**src/rtl/button_debouncer_if.sv**
```systemverilog
// button_debouncer_if: button pin/state bundle between the raw pins and the debouncer.
//   BTN_RAW     raw active-high button pins (driven by the pin side)
//   BTN_LEVEL   debounced pressed state per button
//   BTN_PRESS   one-cycle pulse on debounced press (and auto-repeat when built)
//   BTN_RELEASE one-cycle pulse on debounced release
//   modport master: pin/consumer side; modport slave: debouncer side
interface button_debouncer_if #(
    parameter int BUTTONS = 4
);
    logic [BUTTONS-1:0] BTN_RAW;
    logic [BUTTONS-1:0] BTN_LEVEL;
    logic [BUTTONS-1:0] BTN_PRESS;
    logic [BUTTONS-1:0] BTN_RELEASE;

    modport master (
        output BTN_RAW,
        input  BTN_LEVEL,
        input  BTN_PRESS,
        input  BTN_RELEASE
    );

    modport slave (
        input  BTN_RAW,
        output BTN_LEVEL,
        output BTN_PRESS,
        output BTN_RELEASE
    );
endinterface

```
**src/rtl/button_debouncer.sv**
```systemverilog
// button_debouncer: two-flop synchronizer plus per-channel debounce with press/release pulses.
//   CLK  rising-edge clock
//   RST  asynchronous active-high reset, clears all state and outputs
//   btn  button_debouncer_if.slave: BTN_RAW in; BTN_LEVEL, BTN_PRESS, BTN_RELEASE out
//   Optional macro BTN_REPEAT_EN builds a per-channel hold counter that re-fires
//   BTN_PRESS 2^(REPEAT_LOG2+1) cycles after a press, then every 2^REPEAT_LOG2 cycles.
module button_debouncer #(
    parameter int BUTTONS     = 4,
    parameter int STABLE_LOG2 = 16,
    parameter int REPEAT_LOG2 = 21
) (
    input logic               CLK,
    input logic               RST,
    button_debouncer_if.slave btn
);
    logic [BUTTONS-1:0] level_w;
    logic [BUTTONS-1:0] press_w;
    logic [BUTTONS-1:0] release_w;

    for (genvar i = 0; i < BUTTONS; i++) begin : g_ch
        logic                   sync1_q, sync2_q;
        logic [STABLE_LOG2-1:0] cnt_q, cnt_d;
        logic                   level_q, level_d;
        logic                   press_q, press_d;
        logic                   release_q, release_d;
        logic                   disagree, flip, rep;

        assign disagree = sync2_q ^ level_q;
        // the 2^STABLE_LOG2-th consecutive disagreeing sample flips the level
        assign flip      = disagree & (&cnt_q);
        assign cnt_d     = (disagree & ~flip) ? cnt_q + 1'b1 : '0;
        assign level_d   = level_q ^ flip;
        assign press_d   = (flip & ~level_q) | rep;
        assign release_d = flip & level_q;

`ifdef BTN_REPEAT_EN
        logic [REPEAT_LOG2:0] hold_q, hold_d;
        // all-ones marks a repeat; reloading with 2^REPEAT_LOG2 gives the shorter period after the first
        assign rep    = level_q & ~flip & (&hold_q);
        assign hold_d = (~level_q | flip) ? '0 :
                        rep               ? {1'b1, {REPEAT_LOG2{1'b0}}} :
                                            hold_q + 1'b1;

        always_ff @(posedge CLK or posedge RST) begin
            if (RST) hold_q <= '0;
            else     hold_q <= hold_d;
        end
`else
        assign rep = 1'b0;
`endif

        always_ff @(posedge CLK or posedge RST) begin
            if (RST) begin
                sync1_q   <= 1'b0;
                sync2_q   <= 1'b0;
                cnt_q     <= '0;
                level_q   <= 1'b0;
                press_q   <= 1'b0;
                release_q <= 1'b0;
            end else begin
                sync1_q   <= btn.BTN_RAW[i];
                sync2_q   <= sync1_q;
                cnt_q     <= cnt_d;
                level_q   <= level_d;
                press_q   <= press_d;
                release_q <= release_d;
            end
        end

        assign level_w[i]   = level_q;
        assign press_w[i]   = press_q;
        assign release_w[i] = release_q;
    end

    assign btn.BTN_LEVEL   = level_w;
    assign btn.BTN_PRESS   = press_w;
    assign btn.BTN_RELEASE = release_w;
endmodule
```
**src/flat_wrapper.sv**
```systemverilog
// flat-port wrapper written by rule: the top's interface ports become plain ports
module button_debouncer_flat 
#(
    parameter int BUTTONS     = 4,
    parameter int STABLE_LOG2 = 16,
    parameter int REPEAT_LOG2 = 21
)
  (CLK, RST, btn_BTN_RAW, btn_BTN_LEVEL, btn_BTN_PRESS, btn_BTN_RELEASE);
  button_debouncer_if #(.BUTTONS(BUTTONS)) btn_i ();
  input logic CLK;
  input logic RST;
  input wire logic [$bits(btn_i.BTN_RAW)-1:0] btn_BTN_RAW;
  output wire logic [$bits(btn_i.BTN_LEVEL)-1:0] btn_BTN_LEVEL;
  output wire logic [$bits(btn_i.BTN_PRESS)-1:0] btn_BTN_PRESS;
  output wire logic [$bits(btn_i.BTN_RELEASE)-1:0] btn_BTN_RELEASE;
  assign btn_i.BTN_RAW = btn_BTN_RAW;
  assign btn_BTN_LEVEL = btn_i.BTN_LEVEL;
  assign btn_BTN_PRESS = btn_i.BTN_PRESS;
  assign btn_BTN_RELEASE = btn_i.BTN_RELEASE;
  button_debouncer #(.BUTTONS(BUTTONS), .STABLE_LOG2(STABLE_LOG2), .REPEAT_LOG2(REPEAT_LOG2)) u_core (.CLK(CLK), .RST(RST), .btn(btn_i));
endmodule
```
**config.mk**
```make
export PLATFORM = sky130hd
export DESIGN_NAME = button_debouncer_flat
export DESIGN_NICKNAME = d
export VERILOG_FILES = /design/src/rtl/button_debouncer_if.sv /design/src/rtl/button_debouncer.sv /design/src/flat_wrapper.sv
export SDC_FILE = /design/constraint.sdc
export NUM_CORES = 1
export LEC_CHECK = 0
export CORE_MARGIN = 10
export CORE_UTILIZATION = 43
export DETAILED_ROUTE_END_ITERATION = 8
export SLEW_MARGIN = 40
export SYNTH_ARGS = -nofsm -noshare
export SYNTH_HDL_FRONTEND = slang
export SYNTH_SLANG_ARGS = --single-unit
```
**constraint.sdc**
```tcl
create_clock -name CLK -period 4.8 [get_ports CLK]
set_clock_uncertainty 0.2 [all_clocks]
set_input_delay 0.96 -clock CLK [delete_from_list [all_inputs] [get_ports CLK]]
set_output_delay 0.96 -clock CLK [all_outputs]
set_load 0.01 [all_outputs]
```
# Yosys cells after proc, flatten, opt, wreduce, memory -nomap -nowiden
# Cells that the tools add are included.
[totals]
ff_bits = 84
inputBits = 6
output_inout_bits = 12
word_cells = 68
[classes]
add_sub_neg = 4
mux = 4
bitwise = 32
reduce_logical = 4
[ops]
columns = ["cell", "n"]
rows = [
  ["$add A16 B1 Y16 const B", 4],
  ["$mux W16", 4],
  ["$reduce_and A16 Y1", 4],
  ["$and A1 B1 Y1", 16],
  ["$not A1 Y1", 8],
  ["$xor A1 B1 Y1", 8],
]

# Longest topological paths before layout
[depth]
depth_word = 5
ltp_mapped = 6
mapped_depth_nobuf = 5

# Worst setup path after synthesis
# OpenSTA, ideal clock, no wires.
[synth_path]
path_type = "register -> register"
start = "reg u_core.g_ch[1].cnt_q[0]"
end = "reg (tool-made name)"
setup_time_ns = 0.125
t_arrival_ns = 1.670
required_ns = 4.475
path_slack_ns = 2.805
path_stages_with_launch = 5
n_path_buf = 0
period_less_slack_ns = 1.995
path_cell_list = "dfrtp_1 ha_1 nand4_2 or4_4 mux2_4"
[synth_rtl]
columns = ["element", "line", "text"]
rows = [
  ["from (decl)", "button_debouncer.sv:22", "logic [STABLE_LOG2-1:0] cnt_q, cnt_d;"],
  ["from (signal assigned)", "button_debouncer.sv:63", "cnt_q <= cnt_d;"],
]

==> run_results.csv <==
group,metric,value,unit
synth,synth-compound-area-share,0.9067,%
synth,syn-cell-area,0.003864,sq mm
detailed_routing,wl_per_cell,13.33,microns
synth,ys_types,28,
detailed_routing,routed_wl,6.439,mm
cells_and_area,fin_util,48.59,%
clock_network,cts_max_level,3,
setup_path,cp_max_fo,5,
cells_and_area,final_cell_mix,"84 x dfrtp_1, 67 x nor2_1, 46 x xnor2_1",
clock_network,cts_tree,"built",
floorplan,die_h,114.8,microns
cells_and_area,fin_nets,380,
cells_and_area,antenna_cells,0,
synth,synth_edf_count,0,
synth,yosys-mux-area-fraction,1.457,%
clock_network,hold_buffers,0,
setup_path,crit_chain,"clkdlybuf4s50_1",
synth,synth_warnings,0,
synth,synthCells,357,
cells_and_area,area.growth.synth_to_final,9.683,%
synth,syn_avg_cell_area,10.82,sq um
setup_path,max_stage_delay,0.58,ns
run,cap_violations,0,
synth,ys_async_sr_fraction,100.0,%
setup_path,cpMaxStageDelayCell,"clkdlybuf4s50_1",
cells_and_area,fillers,809,
worst_hold_path,hold_class,"flip-flop to flip-flop",
setup_path,cp.buffers_inverters,1,
sta,setup_ws,2.288,ns
synth,ys_top_cells_by_area,"dfrtp_1 54%, xnor2_1 10%, nor2_1 6.5%, nand3_1 2.6%, nor4_1 2.6%",
synth,synth_top_family_by_area,"simple AND/OR/NAND/NOR gates",
clock_network,clkTransAtPathRegs,0.08,ns
placed_design,dpl_worst_slack,2.399,ns
synth,syn-num-nets,367,
sta,slew_violations,0,
floorplan,dieArea,0.01318,sq mm
synth,ys.flop_type,"dfrtp_1",
clock_network,cts_buffers,9,
cells_and_area,finalInstanceArea,0.004238,sq mm
synth,synth-xor-area-share,12.92,%
synth,ys_seq_area_share,54.40,%
placed_design,place_inst,467,
sta,setup_tns,0,ns
cells_and_area,stdcell_count,483,
setup_path,critPathArrivalTime,1.35,ns
sta,hold_ws,0.1463,ns
cells_and_area,drive_gt1_share,9.067,%
detailed_routing,drt_pass1_iterations,4,
floorplan,core,0.008721,sq mm
clock_network,cts_resized,0,
global_route,grt_pass1_wl,11.72,mm
setup_path,worstPathRequired,3.64,ns
global_route,grt_max_degree,56,
detailed_routing,drc_errors,0,
power,leakage,1.732,nW
placed_design,gp_congestion,0.7653,
power,power.total,1.266,mW
floorplan,die_x,114.8,microns
sta,max_clock_freq,398.1,MHz
sta,fin_crit,2.512,ns
floorplan,start_util,44.30,%
detailed_routing,drt_iter0_drc,51,
synth,yosys.area_share.simple,24.26,%
cells_and_area,layout_commonest_cell,"dfrtp_1",
clock_network,cts-root-buf,"clkbuf_8",
clock_network,post-cts-setup-buffer-count,0,
placed_design,placed_area,0.004046,sq mm
outcome,status,"finished, final reports clean",
placed_design,place_hpwl,4.232,mm
setup_path,cp-end-kind,"output pin",
synth,synthAdderAreaFrac,1.295,%
global_route,overflow,0,
global_route,grt_pass1_vias,2446,
detailed_routing,dr_total_vias,2424,
global_route,grt_use_total,10.85,%
placed_design,portBuffers,17,
sta,worst_pin_slew,0.4760,ns
sta,setup_violations,0,
synth,synth.top_cell.area_share,54.40,%
clock_network,cts.sinks,84,
sta,rsz0062_at_grt,"no",
synth,yosysTopAreaCell,"dfrtp_1",
setup_path,critPathTopFamily,"buffers and inverters",
power,peakVddDrop,161.5,uV
detailed_routing,antenna_left,0,
floorplan,ioPinCount,18,
synth,synth-seq-cells,84,
clock_network,clk_latency,0.35,ns
setup_path,crit_type,"flip-flop to output pin",
setup_path,cp-start-kind,"flip-flop",
floorplan,rows,34,
global_route,antenna_found_initial,0,
sta,period_share,52.34,%
clock_network,clockBufferDepth,2,
power,p_per_area,298.7,mW/mm^2
sta,slew_headroom,68.27,%
sta,hold_viol_final,0,
detailed_routing,avgViaCountPerCell,5.019,
==> flip-flops by register name, summed over array words and instances, names as in the netlist, named ones only <==
signal and flops:
u_core.g_ch.cnt_q 64, u_core.g_ch.press_q 4, u_core.g_ch.release_q 4, u_core.g_ch.sync1_q 4, u_core.g_ch.sync2_q 4
==> layer usage <==
| layer | vias up | GRT usage, % | wire length (microns) |
|---|---|---|---|
| li1 | 1225 | - | - |
| met1 | 1164 | 14.66 | 3236 |
| met2 | 26 | 15.52 | 2829 |
| met3 | 9 | 2.708 | 244 |
| met4 | 0 | 6.188 | 128 |
| met5 | - | 0 | 0 |
==> cells by family after synthesis <==
logic type               after synthesis
AO/OA/AOI/OAI                          6
XOR/XNOR                              57
adder cells (fa/ha/maj)                4
buffers and inverters                 29
flip-flops                            84
multiplexers                           4
AND/OR/NAND/NOR                      173
==> Yosys cell counts (3+ instances only) <==
master   number
nor4_1       16
nand4_1      13
ha_1          4
buf_6         4
nand3_1      20
nand2_1      13
a21oi_1       3
nor3_1       13
and3_1        4
xor2_1       11
or4_4         4
nand2_4       3
nand4_2       3
mux2_4        3
dfrtp_1      84
xnor2_1      46
nor3b_1       8
or2_1         3
nor2_1       67
buf_4        12
inv_1        13
==> where the power goes <==
group          switching (mW)  internal, mW  leakage [nW]  total, mW
Clock                   0.252         0.239         0.103      0.491
Sequential             0.0122         0.719          1.15      0.731
Combinational          0.0297        0.0144         0.484     0.0441
Total                   0.294         0.971          1.73       1.27
==> cell type report <==
class,count,area [sq um],share of cell area [%]
inverter,13,53.80,1.270
sequential,84,2102,49.60
tap,108,135.1,3.189
timing repair buffer,18,177.7,4.192
clock inverter,7,67.56,1.594
multi-input combinational,244,1578,37.23
clock buffer,9,123.9,2.923
==> worst paths after layout <==
path                                    startpoint                  endpoint  slack (ns)  depth (start not counted)
hold reg to reg             u_core.g_ch[0].sync1_q    u_core.g_ch[0].sync2_q        0.15                          0
hold / removal              u_core.g_ch[0].sync1_q    u_core.g_ch[0].sync2_q        0.15                          0
setup reg to reg           u_core.g_ch[0].cnt_q[0]  u_core.g_ch[0].cnt_q[12]        2.65                          5
setup / recovery                         flip-flop          btn_BTN_LEVEL[2]        2.29                          1
min in group asynchronous                      RST   u_core.g_ch[3].cnt_q[8]        0.78                          2
max in group asynchronous                      RST   u_core.g_ch[2].cnt_q[7]        2.85                          3
(Power assumes the default switching activity.)
